### config.mk
export PLATFORM = sky130hd
export DESIGN_NAME = scramble_par
export DESIGN_NICKNAME = d
export VERILOG_FILES = /design/src/rtl/scrambler_pkg.sv /design/src/rtl/scrambler_step.sv /design/src/rtl/scramble_par.sv
export SDC_FILE = /design/constraint.sdc
export NUM_CORES = 1
export LEC_CHECK = 0
export BUFFER_PORTS_ARGS = -buffer_cell sky130_fd_sc_hd__buf_2
export CORE_MARGIN = 1.5
export CORE_UTILIZATION = 55
export DETAILED_ROUTE_END_ITERATION = 10
export GPL_TIMING_DRIVEN = 0
export HOLD_SLACK_MARGIN = 0.12
export PLACE_DENSITY = 0.86
export SYNTH_ARGS = -nofsm -noshare
export SYNTH_HDL_FRONTEND = slang
export SYNTH_SLANG_ARGS = --single-unit
### constraint.sdc
create_clock -name clock -period 3.9 [get_ports clock]
set_input_delay 0.78 -clock clock [delete_from_list [all_inputs] [get_ports clock]]
set_output_delay 0.78 -clock clock [all_outputs]
set_load 0.01 [all_outputs]
### src/rtl/scrambler_pkg.sv
// scrambler_pkg: shared constants and the mode enum for the parallel
// x^7+x^4+1 scrambler/descrambler (scramble_par and scrambler_step).
package scrambler_pkg;
  localparam int LFSR_LEN    = 7;
  localparam int TAP_HI      = 6;   // x^7 term, oldest state bit
  localparam int TAP_LO      = 3;   // x^4 term
  localparam int SEED_BITS   = 7;
  localparam int SERVICE_LEN = 16;
  localparam int CNT_W       = 5;   // frame bit counter, saturates at SERVICE_LEN

  typedef enum logic {
    MODE_DESCRAMBLE = 1'b0,
    MODE_SCRAMBLE   = 1'b1
  } mode_e;
endpackage

### src/rtl/scrambler_step.sv
// scrambler_step: one combinational bit step of the x^7+x^4+1 LFSR.
//   state      : LFSR state before this bit
//   in         : input bit
//   init_phase : descrambler seed capture; load `in` into state[init_idx]
//   init_idx   : state bit receiving the captured bit
//   next_state : LFSR state after this bit
//   out        : processed bit (0 while capturing the seed)
module scrambler_step
  import scrambler_pkg::*;
(
  input  logic [LFSR_LEN-1:0] state,
  input  logic                in,
  input  logic                init_phase,
  input  logic [2:0]          init_idx,
  output logic [LFSR_LEN-1:0] next_state,
  output logic                out
);
  logic fb;

  always_comb begin
    fb         = state[TAP_HI] ^ state[TAP_LO];
    next_state = {state[LFSR_LEN-2:0], fb};
    out        = fb ^ in;
    if (init_phase) begin
      // Seed capture: the received bit is the scrambler state bit itself,
      // the plaintext here is the all-zero SERVICE[6:0].
      next_state           = state;
      next_state[init_idx] = in;
      out                  = 1'b0;
    end
  end
endmodule

### src/rtl/scramble_par.sv
// scramble_par: 802.11 scrambler/descrambler, DATA_W bits per beat (bit 0
// earliest). Descramble recovers the seed from the first 7 received bits;
// scramble runs from seed_in loaded on start. One cycle latency.
//   clock, reset (sync, active-high), enable (freezes everything when low)
//   start/mode/seed_in : frame start, mode and scramble seed (on start)
//   in_data/in_valid   -> out_data/out_valid
//   seed_out/seed_valid: recovered or loaded seed, valid level
//   service_err        : pulse if SERVICE[15:7] nonzero (descramble only)
// Build option: define SCRAMBLER_SERVICE_CHECK_EN to build the SERVICE
// reserved-bit check; otherwise service_err is tied low.
module scramble_par
  import scrambler_pkg::*;
#(
  parameter int DATA_W = 1
) (
  input  logic                 clock,
  input  logic                 reset,
  input  logic                 enable,
  input  logic                 start,
  input  logic                 mode,
  input  logic [SEED_BITS-1:0] seed_in,
  input  logic [DATA_W-1:0]    in_data,
  input  logic                 in_valid,
  output logic [DATA_W-1:0]    out_data,
  output logic                 out_valid,
  output logic [SEED_BITS-1:0] seed_out,
  output logic                 seed_valid,
  output logic                 service_err
);
  logic [LFSR_LEN-1:0]  s_q, s_d, s_b;
  logic [CNT_W-1:0]     cnt_q, cnt_d, cnt_b;
  mode_e                mode_q, mode_d, mode_b;
  logic [DATA_W-1:0]    out_data_q, out_data_d, out_vec;
  logic                 out_valid_q, out_valid_d;
  logic [SEED_BITS-1:0] seed_out_q, seed_out_d, seed_out_b;
  logic                 seed_valid_q, seed_valid_d, seed_valid_b;
  logic [5:0]           cnt_sum;

  logic [LFSR_LEN-1:0]  chain_s   [DATA_W+1];
  logic                 out_bit   [DATA_W];
  logic [5:0]           bit_cnt_w [DATA_W];

  // Frame context as seen by this beat: a start in the same cycle applies first.
  always_comb begin
    mode_b       = mode_q;
    s_b          = s_q;
    cnt_b        = cnt_q;
    seed_out_b   = seed_out_q;
    seed_valid_b = seed_valid_q;
    if (start) begin
      mode_b = mode_e'(mode);
      cnt_b  = '0;
      if (mode_e'(mode) == MODE_SCRAMBLE) begin
        s_b          = seed_in;
        seed_out_b   = seed_in;
        seed_valid_b = 1'b1;
      end else begin
        s_b          = '0;
        seed_out_b   = '0;
        seed_valid_b = 1'b0;
      end
    end
  end

  assign chain_s[0] = s_b;

  for (genvar i = 0; i < DATA_W; i++) begin : g_bit
    logic       init;
    logic [2:0] idx;
    assign bit_cnt_w[i] = {1'b0, cnt_b} + 6'(i);
    assign init = (mode_b == MODE_DESCRAMBLE) && (bit_cnt_w[i] < 6'(SEED_BITS));
    assign idx  = 3'(6'(LFSR_LEN-1) - bit_cnt_w[i]);
    scrambler_step u_step (
      .state      (chain_s[i]),
      .in         (in_data[i]),
      .init_phase (init),
      .init_idx   (idx),
      .next_state (chain_s[i+1]),
      .out        (out_bit[i])
    );
  end

  always_comb begin
    for (int i = 0; i < DATA_W; i++) out_vec[i] = out_bit[i];
  end

  assign cnt_sum = {1'b0, cnt_b} + 6'(DATA_W);

`ifdef SCRAMBLER_SERVICE_CHECK_EN
  logic svc_acc_q, svc_acc_d;
  logic service_err_q, service_err_d;
`endif

  always_comb begin
    s_d          = s_q;
    cnt_d        = cnt_q;
    mode_d       = mode_q;
    out_data_d   = out_data_q;
    out_valid_d  = 1'b0;
    seed_out_d   = seed_out_q;
    seed_valid_d = seed_valid_q;
`ifdef SCRAMBLER_SERVICE_CHECK_EN
    svc_acc_d     = svc_acc_q;
    service_err_d = 1'b0;
`endif
    if (enable) begin
      s_d          = s_b;
      cnt_d        = cnt_b;
      mode_d       = mode_b;
      seed_out_d   = seed_out_b;
      seed_valid_d = seed_valid_b;
`ifdef SCRAMBLER_SERVICE_CHECK_EN
      if (start) svc_acc_d = 1'b0;
`endif
      if (in_valid) begin
        out_valid_d = 1'b1;
        out_data_d  = out_vec;
        s_d         = chain_s[DATA_W];
        cnt_d       = (cnt_sum >= 6'(SERVICE_LEN)) ? CNT_W'(SERVICE_LEN) : cnt_sum[CNT_W-1:0];
        for (int i = 0; i < DATA_W; i++) begin
          if (mode_b == MODE_DESCRAMBLE && bit_cnt_w[i] == 6'(SEED_BITS-1)) begin
            seed_out_d   = chain_s[i+1];
            seed_valid_d = 1'b1;
          end
`ifdef SCRAMBLER_SERVICE_CHECK_EN
          if (mode_b == MODE_DESCRAMBLE && bit_cnt_w[i] >= 6'(SEED_BITS) &&
              bit_cnt_w[i] <= 6'(SERVICE_LEN-1))
            svc_acc_d = svc_acc_d | out_bit[i];
          if (mode_b == MODE_DESCRAMBLE && bit_cnt_w[i] == 6'(SERVICE_LEN-1))
            service_err_d = svc_acc_d;
`endif
        end
      end
    end
  end

  always_ff @(posedge clock) begin
    if (reset) begin
      s_q          <= '0;
      cnt_q        <= '0;
      mode_q       <= MODE_DESCRAMBLE;
      out_data_q   <= '0;
      out_valid_q  <= 1'b0;
      seed_out_q   <= '0;
      seed_valid_q <= 1'b0;
    end else begin
      s_q          <= s_d;
      cnt_q        <= cnt_d;
      mode_q       <= mode_d;
      out_data_q   <= out_data_d;
      out_valid_q  <= out_valid_d;
      seed_out_q   <= seed_out_d;
      seed_valid_q <= seed_valid_d;
    end
  end

`ifdef SCRAMBLER_SERVICE_CHECK_EN
  always_ff @(posedge clock) begin
    if (reset) begin
      svc_acc_q     <= 1'b0;
      service_err_q <= 1'b0;
    end else begin
      svc_acc_q     <= svc_acc_d;
      service_err_q <= service_err_d;
    end
  end
  assign service_err = service_err_q;
`else
  assign service_err = 1'b0;
`endif

  assign out_data   = out_data_q;
  assign out_valid  = out_valid_q;
  assign seed_out   = seed_out_q;
  assign seed_valid = seed_valid_q;
endmodule

==> results.tsv <==
stage	metric	value	unit
setup_path	required time at the worst-slack endpoint	4.15	ns
synth	#FFs+latches synth	23	
die	cell row count	19	
synth	cell area after technology mapping	1650	sq um
cts	maximum clock path buffer count	2	
grt	vias in the first global route	1647	
timing	Max Slew Vio Count	0	
finish	diode count	0	
finish	area taken by multi-input logic gates	1070	sq um
finish	post-route cell area	1830	sq um
synth	post-synthesis area per instance	7.61	sq um
finish	fraction of layout cells with a size suffix above 1	18.1	%
run_status	result of the run	finished with violations	
setup_path	Worst R2R Start	cnt_q[4]	
timing	Tcrit/Tclk final	49.6	%
place	Placement Cell Area	1800	sq um
die	effective utilization at floorplan	58.8	%
place	Placer Congestion	0.943	
synth	post-synthesis sequential area ratio	27.9	%
grt	Overflow after GRT	0	
pwr	worst vdd ir	0.155	mV
cts	number of buffers created by CTS	3	
detailed_routing	DRC viols	8	
detailed_routing	length of the first detailed-routing pass in iterations	7	
synth	Warnings, synthesis	0	
setup_path	worst setup path startpoint	mode	
die	floorplan die area	3340	sq um
timing	final-report hold violation count	0	
grt	pin count of the biggest net entering global routing	13	
timing	RSZ-0062 raised after global routing	false	
run	number of maximum-capacitance constraint violations	0	
synth	post-synthesis async set-or-reset flop share	0	%
min_path	Min-Delay Path Class	flip-flop to flip-flop	
die	Die Span Y	57.8	um
grt	first-pass GRT wire length	7.82	mm
place	Buffers on Ports	22	
grt	antenna violations before repair	0	
synth	EDFF count, synth	0	
cts	TritonCTS clock tree	done	
die	I/O pin count	25	
detailed_routing	DR iter-0 viols	178	
finish	Final nets	258	
timing	Rel. slew slack	51.2	%
run_status	violations in the final reports	DRC	
setup_path	maximum fanout count along the critical path	10	
finish	area of all sequential standard cells	460	sq um
timing	Total Negative Setup Slacks	0	ns
detailed_routing	routed len/inst	18.1	um
detailed_routing	number of antenna-violating nets in the routed design	0	
die	core area	2810	sq um
setup_path	endpoint kind of the worst setup timing path	flip-flop	
cts	source-to-sink clock delay at the later pin of the worst-skew pair	0.32	ns
synth	count of cell types in the netlist	57	
synth	synthesized instance count	217	
pwr	areal power density over the cells	271	nW/um^2
synth	synth top area cells	sky130_fd_sc_hd__dfxtp_1, sky130_fd_sc_hd__nand2_1, sky130_fd_sc_hd__a21oi_1	
finish	non-filler cells, final	274	
pwr	Leakage	0.000716	uW
cts	clock sink count	23	
synth	primary flip-flop cell chosen by synthesis mapping	sky130_fd_sc_hd__dfxtp_1	
cts	cell at the root of the clock tree	sky130_fd_sc_hd__clkbuf_4	
synth	top cell type's share of synthesized area	27.9	%
timing	minimum clock period	1.94	ns
place	number of cells after detailed placement	270	
cts	hold-fix buffer count after cts	0	
timing	Setup violations, final	0	
cts	H-tree Lvls	1	
setup_path	CP endpoint	seed_out[2]	
cts	CTS-repair resized insts	0	
cts	Setup Fix Bufs, Post-CTS	0	
setup_path	critical register-to-register path endpoint	seed_out[4]	
timing	slew at the pin closest to its max-slew limit	0.725	ns
setup_path	type of the worst setup path	input pin to flip-flop	
finish	Synth-to-Final Area Change	10.6	%
setup_path	worst-case reg-to-reg path depth	4	
cts	CTS clk-pin slew, worst paths	0.13	ns
synth	synth cell count leaders	sky130_fd_sc_hd__dfxtp_1, sky130_fd_sc_hd__nand2_1, sky130_fd_sc_hd__a21oi_1	
detailed_routing	routed via count	1858	
place	pre-CTS setup slack	1.65	ns
detailed_routing	DR vias/cell	6.78	
setup_path	sort of element at the start of the critical path	input pin	
finish	Filler Cell Count	251	
setup_path	slack of the worst reg-to-reg path	2.17	ns
timing	Clock Skew	0.00233	ns
place	Final HPWL DP	3.56	mm
timing	timing-limited maximum frequency	517	MHz
detailed_routing	total length of routed wires	4.97	mm
timing	Setup WS post-layout	1.96	ns
die	Die W	57.8	um
synth	post-synth net total	231	
synth	cell type with the highest aggregate area in the netlist	sky130_fd_sc_hd__dfxtp_1	
grt	global routing usage summed across all routing layers	30.5	%
setup_path	Critical Path AT	2.18	ns
finish	final core occ	65.1	%
==> how the worst min path moves through the flow <==
stage                    start    endpoint  slack (ns)  cells past startpoint
finish              seed_valid  seed_valid        0.46                      2
global route        seed_valid  seed_valid        0.48                      2
CTS                 seed_valid  seed_valid        0.47                      2
detailed placement  seed_valid  seed_valid        0.45                      2
global placement    seed_valid  seed_valid        0.44                      2
floorplan               s_q[1]      s_q[1]        0.43                      2
==> state kept, by name (all words and copies together) (netlist names) <==
| name | cells |
|---|---|
| s_q | 7 |
| seed_out | 7 |
| out_data | 1 |
| cnt_q | 5 |
| seed_valid | 1 |
| out_valid | 1 |
| mode_q | 1 |
==> routing by layer <==
metal | track usage, % | vias up | part of all wire, %
met2 | 45.9 | 128 | 45
li1 | - | 866 | -
met5 | 0 | - | 0
met4 | 15.0 | 0 | 1.8
met1 | 42.6 | 850 | 41
met3 | 4.69 | 14 | 12
==> worst max-delay path, cell delays in order <==
cell and delay, ns:
sky130_fd_sc_hd__buf_2 0.13, sky130_fd_sc_hd__clkbuf_1 0.40, sky130_fd_sc_hd__nand3_1 0.21, sky130_fd_sc_hd__a32oi_1 0.32, sky130_fd_sc_hd__nand4_1 0.15, sky130_fd_sc_hd__a31oi_1 0.19
==> stage by stage <==
stage / hold slack, ns / total power [uW]
after detailed placement: 0.446 / 378
after floorplan: 0.435 / 339
after global placement: 0.444 / 375
final: 0.463 / 494
after global routing: 0.483 / 517
after CTS: 0.469 / 493
==> where the power goes <==
group          leakage [uW]  switching, uW  internal, uW
Clock             0.0000150           77.6          40.0
Combinational      0.000513           77.6          45.4
Sequential         0.000188           7.74           246
==> cells by family after synthesis <==
| family | synth area share, % |
|---|---|
| multiplexers | 1.21 |
| AO/OA/AOI/OAI | 34.0 |
| buffers and inverters | 7.35 |
| flip-flops | 27.9 |
| AND/OR/NAND/NOR | 27.7 |
| XOR/XNOR | 1.59 |
| other | 0.227 |
==> layout by cell type, fill, tap and decap left out, types with 6 or more instances in the layout <==
cell,count
sky130_fd_sc_hd__nand3_1,10
sky130_fd_sc_hd__a221oi_1,6
sky130_fd_sc_hd__inv_1,13
sky130_fd_sc_hd__nor2_1,11
sky130_fd_sc_hd__nor2b_1,6
sky130_fd_sc_hd__o21ai_0,11
sky130_fd_sc_hd__nand2_1,23
sky130_fd_sc_hd__clkbuf_1,9
sky130_fd_sc_hd__buf_2,29
sky130_fd_sc_hd__a21oi_1,14
sky130_fd_sc_hd__nand2b_1,7
sky130_fd_sc_hd__dfxtp_1,23
==> cell type report <==
| type | instances | share of cell area, % |
|---|---|---|
| Tap cell | 31 | 2.12 |
| Timing Repair Buffer | 22 | 6.03 |
| Buffer | 16 | 3.98 |
| Multi-Input combinational cell | 165 | 58.5 |
| Clock buffer | 4 | 1.44 |
| Inverter | 13 | 2.67 |
| Sequential cell | 23 | 25.2 |
No activity file was read; power rests on OpenSTA's default activity.
